## src/rtl/fetch_unit.sv

```systemverilog
// Instruction fetch stage: owns the PC, keeps one request outstanding to imem, applies redirects
// and drops wrong-path responses. Define FETCH_MISALIGN_TRAP_EN to trap on misaligned redirect targets.
module fetch_unit #(
  parameter logic [31:0] RESET_PC = 32'h0000_0000
) (
  input  logic        clk,
  input  logic        reset,
  input  logic        PCSrc,
  input  logic        Jalr,
  input  logic [31:0] ExecPC,
  input  logic [31:0] ImmExt,
  input  logic [31:0] ALUResult,
  input  logic        Stall,
  output logic        IMemReq,
  output logic [31:0] IMemAddr,
  input  logic        IMemValid,
  input  logic [31:0] IMemRData,
  output logic [31:0] InstrD,
  output logic [31:0] PCD,
  output logic [31:0] PCPlus4D,
  output logic        InstrValidD,
  output logic        MisalignTrap,
  output logic [31:0] MisalignAddr,
  output logic [2:0]  state_dbg
);

  // Handshakes: InstrValidD (valid) / ~Stall (ready) to decode; a transfer happens in any cycle
  // where both are high, and InstrD/PCD/PCPlus4D stay stable while valid is high and ready is low.
  // IMemReq has no ready: memory accepts every request, answering later with an IMemValid strobe.
  typedef enum logic [2:0] {
    S_REQ  = 3'd0,
    S_WAIT = 3'd1,
    S_HOLD = 3'd2,
    S_DROP = 3'd3
`ifdef FETCH_MISALIGN_TRAP_EN
    , S_TRAP = 3'd4
`endif
  } state_t;

  state_t      state, state_n;
  logic [31:0] pc, pc_plus4, raw_target, target;
  logic        redirect, req_c;

  assign pc_plus4   = pc + 32'd4;
  assign raw_target = Jalr ? (ALUResult & 32'hFFFF_FFFE) : (ExecPC + ImmExt);

`ifdef FETCH_MISALIGN_TRAP_EN
  logic misaligned;
  assign target     = raw_target;
  assign misaligned = (raw_target[1:0] != 2'b00);
  // Once trapped, the unit is frozen until reset.
  assign redirect   = PCSrc && (state != S_TRAP);
`else
  assign target     = raw_target & 32'hFFFF_FFFC;
  assign redirect   = PCSrc;
`endif

  always_ff @(posedge clk or negedge reset) begin
    if (!reset) state <= S_REQ;
    else        state <= state_n;
  end

  always_comb begin
    state_n = state;
    req_c   = 1'b0;
    case (state)
      S_REQ: begin
        if (!redirect) begin
          req_c   = 1'b1;
          state_n = S_WAIT;
        end
      end
      S_WAIT: begin
        if (redirect)       state_n = IMemValid ? S_REQ : S_DROP;
        else if (IMemValid) state_n = S_HOLD;
      end
      S_HOLD: begin
        if (redirect) state_n = S_REQ;
        else if (!Stall) begin
          req_c   = 1'b1;
          state_n = S_WAIT;
        end
      end
      // A response arriving together with a new redirect still retires the stale request.
      S_DROP: begin
        if (IMemValid) state_n = S_REQ;
      end
`ifdef FETCH_MISALIGN_TRAP_EN
      S_TRAP: state_n = S_TRAP;
`endif
      default: state_n = S_REQ;
    endcase
`ifdef FETCH_MISALIGN_TRAP_EN
    if (redirect && misaligned) state_n = S_TRAP;
`endif
  end

  assign IMemReq   = req_c & reset;
  assign IMemAddr  = pc;
  assign state_dbg = state;

  always_ff @(posedge clk or negedge reset) begin
    if (!reset) begin
      pc          <= RESET_PC;
      InstrD      <= 32'h0000_0013;
      PCD         <= 32'h0;
      PCPlus4D    <= 32'h0;
      InstrValidD <= 1'b0;
    end else if (redirect) begin
      pc          <= target;
      InstrValidD <= 1'b0;
    end else if (state == S_WAIT && IMemValid) begin
      InstrD      <= IMemRData;
      PCD         <= pc;
      PCPlus4D    <= pc_plus4;
      InstrValidD <= 1'b1;
      pc          <= pc_plus4;
    end else if (state == S_HOLD && !Stall) begin
      InstrValidD <= 1'b0;
    end
  end

`ifdef FETCH_MISALIGN_TRAP_EN
  always_ff @(posedge clk or negedge reset) begin
    if (!reset) begin
      MisalignTrap <= 1'b0;
      MisalignAddr <= 32'h0;
    end else if (redirect && misaligned) begin
      MisalignTrap <= 1'b1;
      MisalignAddr <= target;
    end
  end
`else
  assign MisalignTrap = 1'b0;
  assign MisalignAddr = 32'h0;
`endif

endmodule

```

## config.mk

```make
export PLATFORM = sky130hd
export DESIGN_NAME = fetch_unit
export DESIGN_NICKNAME = d
export VERILOG_FILES = /design/src/rtl/fetch_unit.sv
export SDC_FILE = /design/constraint.sdc
export NUM_CORES = 1
export LEC_CHECK = 0
export ABC_AREA = 0
export CAP_MARGIN = 10
export CORE_MARGIN = 5
export CORE_UTILIZATION = 48
export CTS_CLUSTER_SIZE = 16
export DETAILED_ROUTE_END_ITERATION = 16
export PLACE_DENSITY = 0.9
export SYNTH_ARGS = -nofsm -noshare
export SYNTH_HDL_FRONTEND = slang
export SYNTH_SLANG_ARGS = --single-unit
```

## constraint.sdc

```tcl
create_clock -name clk -period 4.57 [get_ports clk]
set_clock_uncertainty 0.05 [all_clocks]
set_input_delay 0.914 -clock clk [delete_from_list [all_inputs] [get_ports clk]]
set_output_delay 0.914 -clock clk [all_outputs]
set_load 0.03 [all_outputs]
```

# After elaboration in Yosys (flattened, before gate mapping)
# Index checks and enable logic that the tools add are counted.
# word_totals
register_bits	132
in_bits	134
output_inout_bits	166
elab_cells	43
# classes
addsub	2
eq_ne	7
n_mux	18
n_bitwise	2
reduce_logical	8
# op_table
cell	n
32-bit two-way mux	3
32-bit by 3-bit adder with 32-bit output (second input constant)	1
32-bit adder	1
3-bit two-way mux	6
3-bit case mux with 4 select lines	1
3-bit by 2-bit equality test with 1-bit output (second input constant)	2
1-bit two-way mux	6
3-bit inequality test (second input constant)	2
2-bit inequality test (second input constant)	2
4-bit AND reduction	1
3-bit by 1-bit equality test with 1-bit output (second input constant)	1
3-bit logical NOT	1
3-bit nonzero test	1
1-bit logical AND	2
2-bit two-way mux	1
1-bit case mux with 2 select lines	1
2-bit AND reduction	1
2-bit nonzero test	1
1-bit bitwise AND	1
1-bit logical NOT	1
1-bit inverter	1

# Depth between registers and ports, before layout
# Gate-level depths: netlist of the first run.
# depth
word_depth	5
mapped_depth	10
depth_no_buf	9

# Least setup slack after synthesis of the first run
# OpenSTA, ideal clock, no wires.
# synth_timing
path_type	input-to-reg
startpoint	input port ExecPC[7]
endpoint	register pc[31] (netlist: IMemAddr[31])
setup_ns	0.128
arrival_time_ns	2.922
required_ns	4.392
slack_ns	1.470
cell_stages	9
n_path_buf	0
cell_sequence	ha_1 > a21oi_1 > or3b_4 > o211a_2 > o21ai_2 > o31ai_2 > a31oi_2 > mux2i_1 > nand3_1
# synth_via
elab_chain_len	3
# synth_lines
element	line	rtl
start: declaration	10	input logic [31:0] ExecPC,
32-bit adder	45	assign raw_target = Jalr ? (ALUResult & 32'hFFFF_FFFE) : (ExecPC + ImmExt);
32-bit two-way mux	45	
32-bit two-way mux	109	end else if (redirect) begin
end signal: assignment	110	pc <= target;
end signal: assignment	117	pc <= pc_plus4;
end: declaration	41	logic [31:0] pc, pc_plus4, raw_target, target;
# No other way between the ends.
# A chain may end at the register's enable or synchronous reset.

# Worst setup path after layout of the first run
# layout_timing
startpoint	input port ExecPC[7]
endpoint	register pc[28] (netlist: IMemAddr[28])
# The elaborated chain is that of the path after synthesis.

==> metrics, run 1 <==
status finished clean; core area 0.01583 mm^2; DR vias/cell 5.385; drt first pass iters 5; Setup-failing EPs final 0; worst min-delay path class input port to asynchronous set/reset pin; total global routing track utilization 25.33%; worst path cell trace clkdlybuf4s50_1, ha_1, a21oi_1, or3b_4, o211ai_1, nand3_1, a211oi_1, o21bai_1, xnor2_1, o311ai_1; initial antenna violation count 0; CTS sink cnt 125; reg-to-reg startpoint IMemAddr[4]; Post-DP HPWL 18330 um; IO Port Bufs 257; Vias 6941; Max Cap Viol 0; Initial Utilization 48.69%; I/O Pins 300; Die Y 136.7 um; WP buf/inv 1; Ys Warns 0; CP peak stage delay 0.44 ns; nets@finish 1224; Synth Instances 815; share of synthesized flip-flops with an asynchronous set or reset 100.0%; FF-to-FF setup slack 1.69 ns; maximum fanout along the worst path 4; Total Routed Length 23880 um; Tightest Pin Transition 0.8176 ns; CTS Buf Count 17; CTS Hold Buffers Added 0; synthesized area 0.007706 mm^2; ys flop type dfrtp_1; final setup TNS 0 ns; relative slew slack 45.29%; flip-flop and latch count after synthesis 125; Period minus WS final 3.466 ns; Peak VDD IR 0.3334 mV; routability cong. 0.8655; family with the most delay on the worst path compound AO/OA/AOI/OAI gates; CP Capture Type flip-flop; H-tree levels 4; Leak 4.574 nW; placed cell areas 0.01031 mm^2; row cnt 46; maximum clock frequency 288.5 MHz; fin crit share 75.84%; reg2reg end IMemAddr[31]; largest net degree at the start of global routing 89; DRC Markers 0; worst-skew pair later-pin latency 0.42 ns; power per cell area 580.8 mW/mm^2; DR WL/cell 18.52 um; slowest CP cell or3b_4; number of global-route vias before repair 6970; Hold Vio Cnt, Final 0; GR Overflow Total 0; TritonCTS clock tree done; ANT nets after route 0; total power 6.358 mW; Core Util, Final 69.15%; Crit Path Class input port to flip-flop; Finished Cell Area 0.01095 mm^2; layout cell share with drive strength beyond 1 11.57%; startpoint types input port; Synth Area per Inst 9.455 um^2; Data required, critical path 4.83 ns; first-pass GRT wire length 37090 um; RSZ-0062 raised after global routing no; post-CTS resize count 0; CP arrival 3.72 ns; Max Root-Sink Buffers 2; Slew Limit Fails 0; register area share after synthesis 40.64%; Post-synth EDFFs 0; clock slew at reported path FFs 0.06 ns; Post-CTS Setup Bufs 0; CTS root buffer clkbuf_16; post-synth cell types 64; worst reg-to-reg path cell count 8; Layout Area Growth over Synthesis 42.04%; die span in x 136.7 um; die area 0.01869 mm^2; Detailed Route Iter0 Violations 519
==> layout by cell type, fill, tap and decap left out, types with 6 or more instances in the layout <==
cell type | Yosys | routed
inv_1 | 11 | 11
a21o_1 | 15 | 15
a211oi_1 | 6 | 6
nand2_1 | 84 | 84
xnor2_1 | 39 | 39
nor2_1 | 81 | 80
nor3_1 | 13 | 13
nand3_1 | 19 | 19
clkdlybuf4s50_1 | 0 | 255
conb_1 | 1 | 40
dfrtp_1 | 122 | 122
and3_1 | 8 | 8
o21ai_0 | 33 | 33
a21oi_1 | 69 | 69
ha_1 | 31 | 31
o21a_1 | 8 | 8
xor2_1 | 39 | 39
buf_4 | 41 | 8
clkbuf_16 | 0 | 17
mux2_2 | 62 | 62
o22ai_1 | 6 | 6
nand4_1 | 14 | 14
==> cell families (layout without fill, tap and decap cells) <==
group | after synthesis | after routing | share of synthesized area, %
XOR/XNOR | 78 | 78 | 8.865
buffers and inverters | 90 | 308 | 6.462
adder cells (fa/ha/maj) | 31 | 31 | 5.033
other | 1 | 41 | 0.04866
flip-flops | 125 | 125 | 40.64
multiplexers | 67 | 67 | 9.709
AO/OA/AOI/OAI | 175 | 175 | 14.16
AND/OR/NAND/NOR | 248 | 248 | 15.08
==> cells in the mapped netlist (2+ instances only) <==
master,instances,share of area [%]
dfstp_2,3,1.0
inv_1,11,0.54
nor2b_1,4,0.32
o31ai_1,3,0.29
clkbuf_1,30,1.5
nor3_2,2,0.26
xnor2_1,39,4.4
buf_2,4,0.26
o311ai_0,3,0.34
a211oi_1,6,0.58
ha_1,31,5.0
xor2_1,39,4.4
a31oi_1,3,0.24
buf_4,41,4.0
a41oi_1,2,0.23
o211a_1,2,0.26
nand2_1,84,4.1
nand3_1,19,1.2
nand4_2,3,0.49
nand3b_1,2,0.19
nor3_1,13,0.84
o211ai_1,5,0.49
nand4_1,14,1.1
a21oi_1,69,4.5
nand2b_1,3,0.24
and4_1,4,0.45
nor2_1,81,3.9
o21bai_1,5,0.49
mux2i_1,5,0.65
and3_1,8,0.65
o22ai_1,6,0.49
buf_1,3,0.15
dfrtp_1,122,40
o21ai_0,33,2.1
o21a_1,8,0.78
mux2_2,62,9.1
or3_1,2,0.16
a21o_1,15,1.5
==> state kept, by name (all words and copies together), names as in the netlist <==
| name | flops |
|---|---|
| InstrValidD | 1 |
| PCPlus4D | 30 |
| state_dbg | 2 |
| PCD | 30 |
| InstrD | 32 |
| IMemAddr | 30 |
==> stage by stage <==
step           setup WS [ns]  hold WS (ns)  instances
6_report               1.104        0.4319       1289
5_1_grt               0.9237        0.4616       1288
4_1_cts                1.114        0.4321       1288
3_5_place_dp          0.6812        0.4274       1256
3_3_place_gp          0.7140        0.4118       1256
2_1_floorplan          1.470        0.5684        854
==> worst reg2reg max path: stages (launching register included) <==
cell	delay, ns
dfrtp_1	0.51
nand3_1	0.21
nor2_1	0.67
nand3_1	0.33
nor2_1	0.32
nand3_1	0.17
nor2_1	0.16
mux2i_1	0.24
nand3_1	0.09
==> worst max-delay path by stage <==
| stage | from | endpoint | slack (ns) | cells past startpoint |
|---|---|---|---|---|
| CTS | ExecPC[7] | IMemAddr[28] | 1.11 | 10 |
| detailed placement | ExecPC[7] | IMemAddr[28] | 0.68 | 10 |
| global route | ExecPC[7] | IMemAddr[28] | 0.92 | 10 |
| global placement | ExecPC[7] | IMemAddr[28] | 0.71 | 10 |
| floorplan | ExecPC[7] | IMemAddr[31] | 1.47 | 9 |
| finish | ExecPC[7] | IMemAddr[28] | 1.10 | 10 |
==> layout make-up <==
class                   count  area [um^2]
repair buffers            265         2638
multi-input cells         639         4230
flip-flops and latches    125         3132
inverters                  11        41.29
clock inverters            13        188.9
fillers                  1172         4882
diodes                      1        2.502
well taps                 216        270.3
clock buffers              19        442.9
==> where the power goes <==
part	switching, mW	internal, mW	total (mW)
registers	0.335	1.57	1.90
logic	1.70	1.31	3.01
clock network	0.509	0.931	1.44
==> metal layers <==
layer / vias up / track usage (%) / share of wire (%)
met5: - / 0 / 0
met4: 0 / 8.287 / 2.1
met1: 3305 / 30.60 / 39
met3: 36 / 6.103 / 9.4
met2: 317 / 44.36 / 50
li1: 3283 / - / -
Power figures use the tool's default switching activity.
==> inputs of run 2 (changes only) <==
CORE_UTILIZATION = 40   (was 48)
PLACE_DENSITY = 0.8   (was 0.9)
clock period = 3.1 ns   (was 4.57 ns; I/O delays follow)
==> metrics, run 2 (synthesis results as in run 1) <==
Peak VDD IR 0.4166 mV; Total Routed Length 23590 um; layout cell share with drive strength beyond 1 15.32%; total global routing track utilization 20.58%; relative slew slack 43.19%; startpoint types input port; Most flops, register InstrD; row cnt 50; worst min-delay path class input port to asynchronous set/reset pin; reg2reg end IMemAddr[28]; Crit Path Class input port to flip-flop; final setup TNS 0 ns; CTS sink cnt 125; reg-to-reg startpoint IMemAddr[3]; CTS Buf Count 17; Vias 6961; Post-DP HPWL 18580 um; Leak 4.764 nW; initial antenna violation count 1; IO Port Bufs 257; placed cell areas 0.01067 mm^2; Clk pwr share 20.4%; fin worst setup slack 0.1094 ns; CP arrival 3.23 ns; clock slew at reported path FFs 0.05 ns; Initial Utilization 40.92%; dpl ws -0.2533 ns; Flop pwr share 29.9%; nets@finish 1268; Slew Limit Fails 0; FF-to-FF setup slack 0.32 ns; drt first pass iters 5; routability cong. 0.9090; P_sw 3.714 mW; Max Cap Viol 0; fin crit share 96.47%; # diodes 0; first-pass GRT wire length 36450 um; CTS root buffer clkbuf_16; worst path cell trace clkdlybuf4s50_1, ha_1, a21o_1, or3b_4, buf_4, o211a_2, o21ai_2, o31ai_2, a31oi_2, mux2i_1, nand3_1; worst-skew pair later-pin latency 0.41 ns; DR vias/cell 5.059; I/O Pins 300; worst reg-to-reg path cell count 9; slowest CP cell clkdlybuf4s50_1; Max Root-Sink Buffers 2; die area 0.02214 mm^2; H-tree levels 4; ANT nets after route 0; commonest non-fill, non-tap cell in the layout clkdlybuf4s50_1; Seq. cell area 0.003132 mm^2; max reg flops 32; Period minus WS final 2.991 ns; Finished Cell Area 0.01128 mm^2; Multi-input gate area 0.004255 mm^2; switching share of power 40.54%; status finished clean; core area 0.01883 mm^2; TritonCTS clock tree done; power per cell area 811.9 mW/mm^2; Comb power frac 49.7%; maximum clock frequency 334.4 MHz; die span in x 148.8 um; Setup-failing EPs final 0; Layout Area Growth over Synthesis 46.44%; Int Pwr 5.448 mW; Hold Vio Cnt, Final 0; CP Capture Type flip-flop; GR Overflow Total 0; filler cell count 1618; DR WL/cell 17.15 um; number of global-route vias before repair 6792; largest net degree at the start of global routing 66; Tightest Pin Transition 0.8522 ns; Detailed Route Iter0 Violations 402; commonest cells after routing, fill and taps aside 254 x clkdlybuf4s50_1, 122 x dfrtp_1, 84 x nand2_1; CP peak stage delay 0.41 ns; maximum fanout along the worst path 3; Die Y 148.8 um; Data required, critical path 3.34 ns; DRC Markers 0
==> run 2: cell type report <==
cell class	instances	area share, %
Clock buffer	20	3.958
Clock inverter	12	1.009
Inverter	11	0.3659
Multi-Input combinational cell	639	37.71
Sequential cell	125	27.75
Tap cell	260	2.883
Timing Repair Buffer	309	26.32
==> run 2: what timing repair did <==
item	4_1_cts	5_1_grt
gates resized for setup	0	5
hold buffers	0	0
setup buffers	0	3
setup endpoints to repair	0	1
==> run 2: power by group through the flow <==
stage	Sequential [mW]	Combinational, mW	Clock [mW]
CTS	2.74	4.58	1.91
global placement	2.72	4.51	0
floorplan	4.07	1.22	0
detailed placement	2.77	4.56	0
finish	2.74	4.56	1.87
global route	2.83	4.81	1.98
==> run 2: worst max-delay path by stage <==
stage | from | to | cells after the start
2_1_floorplan | ExecPC[7] | IMemAddr[31] | 9
3_3_place_gp | ExecPC[7] | IMemAddr[28] | 11
3_5_place_dp | ExecPC[7] | IMemAddr[28] | 11
4_1_cts | ExecPC[7] | IMemAddr[28] | 11
5_1_grt | ImmExt[4] | IMemAddr[28] | 11
6_report | ImmExt[4] | IMemAddr[31] | 11
==> run 2: through the flow <==
step | util (%) | std cells | total power, mW | hold slack, ns
3_5_place_dp | 56.68 | 1341 | 7.330 | 0.4232
3_3_place_gp | 56.68 | 1341 | 7.227 | 0.4132
4_1_cts | 59.66 | 1373 | 9.226 | 0.3617
5_1_grt | 59.93 | 1376 | 9.617 | 0.4058
2_1_floorplan | - | 854 | 5.286 | 0.2744
6_report | 59.93 | 1376 | 9.162 | 0.3421
==> run 2: critical path: cells and delay by family <==
family,cells,cell delay (ns)
muxes,1,0.21
adders and majority gates,1,0.31
and+or+nand+nor,2,0.49
AOI/OAI and AO/OA,5,1.03
buffers and inverters,2,0.56
==> run 2: metal layers <==
metal	wire length, um	vias to the layer above	GRT usage (%)
met2	10990	306	33.80
met5	11	-	0
li1	-	3365	-
met3	1831	47	3.981
met4	593	2	6.911
met1	10170	3241	27.41
==> inputs of run 3 (changes only) <==
CORE_ASPECT_RATIO = 1.5   (was unset)
==> metrics, run 3 (synthesis results as in run 1) <==
layout cell share with drive strength beyond 1 15.64%; Initial Utilization 40.38%; fin crit share 94.88%; Finished Cell Area 0.01134 mm^2; largest net degree at the start of global routing 64; die area 0.02220 mm^2; dpl ws -0.4265 ns; Data required, critical path 3.35 ns; worst min-delay path class input port to asynchronous set/reset pin; status finished clean; Tightest Pin Transition 0.8381 ns; startpoint types input port; Leak 4.794 nW; CP arrival 3.19 ns; core area 0.01908 mm^2; fin worst setup slack 0.1587 ns; RSZ-0062 raised after global routing no; Detailed Route Iter0 Violations 289; CTS root buffer clkbuf_16; total global routing track utilization 21.19%; commonest non-fill, non-tap cell in the layout clkdlybuf4s50_1; commonest cells after routing, fill and taps aside 254 x clkdlybuf4s50_1, 122 x dfrtp_1, 84 x nand2_1; die span in x 123.3 um; max reg flops 32; reg-to-reg startpoint IMemAddr[3]; CTS sink cnt 125; power per cell area 820.5 mW/mm^2; drt first pass iters 5; routability cong. 0.8959; DR vias/cell 5.131; nets@finish 1271; I/O Pins 300; CTS Buf Count 17; Max Cap Viol 0; row cnt 62; Period minus WS final 2.941 ns; initial antenna violation count 4; number of global-route vias before repair 7221; GR Overflow Total 0; Layout Area Growth over Synthesis 47.10%; clock slew at reported path FFs 0.06 ns; Total Routed Length 23790 um; Hold Vio Cnt, Final 0; Peak VDD IR 0.4216 mV; Post-DP HPWL 18690 um; Most flops, register InstrD; worst-skew pair later-pin latency 0.41 ns; Max Root-Sink Buffers 2; Critical Path Source ExecPC[7]; filler cell count 1661; TritonCTS clock tree done; Multi-input gate area 0.004244 mm^2; first-pass GRT wire length 37430 um; H-tree levels 4; IO Port Bufs 257; CP Capture Type flip-flop; CTS Hold Buffers Added 0; relative slew slack 44.13%; Seq. cell area 0.003132 mm^2; Die Y 180.0 um; ANT nets after route 0; DR WL/cell 17.26 um; maximum clock frequency 340.0 MHz; Setup-failing EPs final 0; DRC Markers 0; Vias 7071; placed cell areas 0.01072 mm^2; Slew Limit Fails 0; maximum fanout along the worst path 4; Crit Path Class input port to flip-flop
run 3: through the flow:
stage          cells  hold slack [ns]  TNS, ns  util (%)  total power, mW
2_1_floorplan    854           0.2744        0         -            5.286
3_3_place_gp    1343           0.4140   -2.080     56.18            7.211
3_5_place_dp    1343           0.4315   -3.480     56.18            7.341
4_1_cts         1375           0.3592        0     59.29            9.369
5_1_grt         1378           0.3978        0     59.40            9.749
6_report        1378           0.3179        0     59.40            9.301
run 3: final timing paths:
path,cells after the start,slack (ns),to
max,10,0.16,IMemAddr[31]
min,2,0.32,PCPlus4D[4]
max reg2reg,9,0.32,IMemAddr[28]
min reg2reg,2,0.44,PCD[6]
max in group asynchronous,3,1.33,PCD[30]
min in group clk,2,0.44,PCD[6]
run 3: cell type report:
| class | instances | share of cell area (%) |
|---|---|---|
| multi-input combinational | 639 | 37.44 |
| clock inverter | 12 | 1.203 |
| antenna | 3 | 0.06623 |
| timing repair buffer | 312 | 26.45 |
| clock buffer | 20 | 4.029 |
| tap | 256 | 2.826 |
| inverter | 11 | 0.3642 |
| sequential | 125 | 27.63 |
run 3: timing repair:
action / 4_1_cts / 5_1_grt
buffers inserted: 0 / 0
endpoints found under the setup margin: 0 / 3
resized for setup: 0 / 3
run 3: critical path, stage by stage:
cell and delay (ns):
clkdlybuf4s50_1 0.40, ha_1 0.33, a21oi_2 0.19, or3b_4 0.43, o211a_2 0.28, o21ai_2 0.26, o31ai_2 0.12, a31oi_2 0.26
mux2i_1 0.21, nand3_1 0.08
run 3: metal layers:
layer	vias to the layer above	global-route usage, %	share of wire, %	routed length, um
li1	3377	-	-	-
met5	-	0	0.080	19
met4	2	10.11	3.7	886
met2	273	39.15	53	12710
met1	3360	22.17	36	8492
met3	59	4.465	7.1	1678
run 3: report_power, final:
group	internal (mW)	total, mW	switching, mW	leakage [nW]
registers	2.31	2.75	0.440	1.45
logic	2.01	4.56	2.55	3.06
clock network	1.23	1.99	0.761	0.283
total	5.56	9.30	3.75	4.79
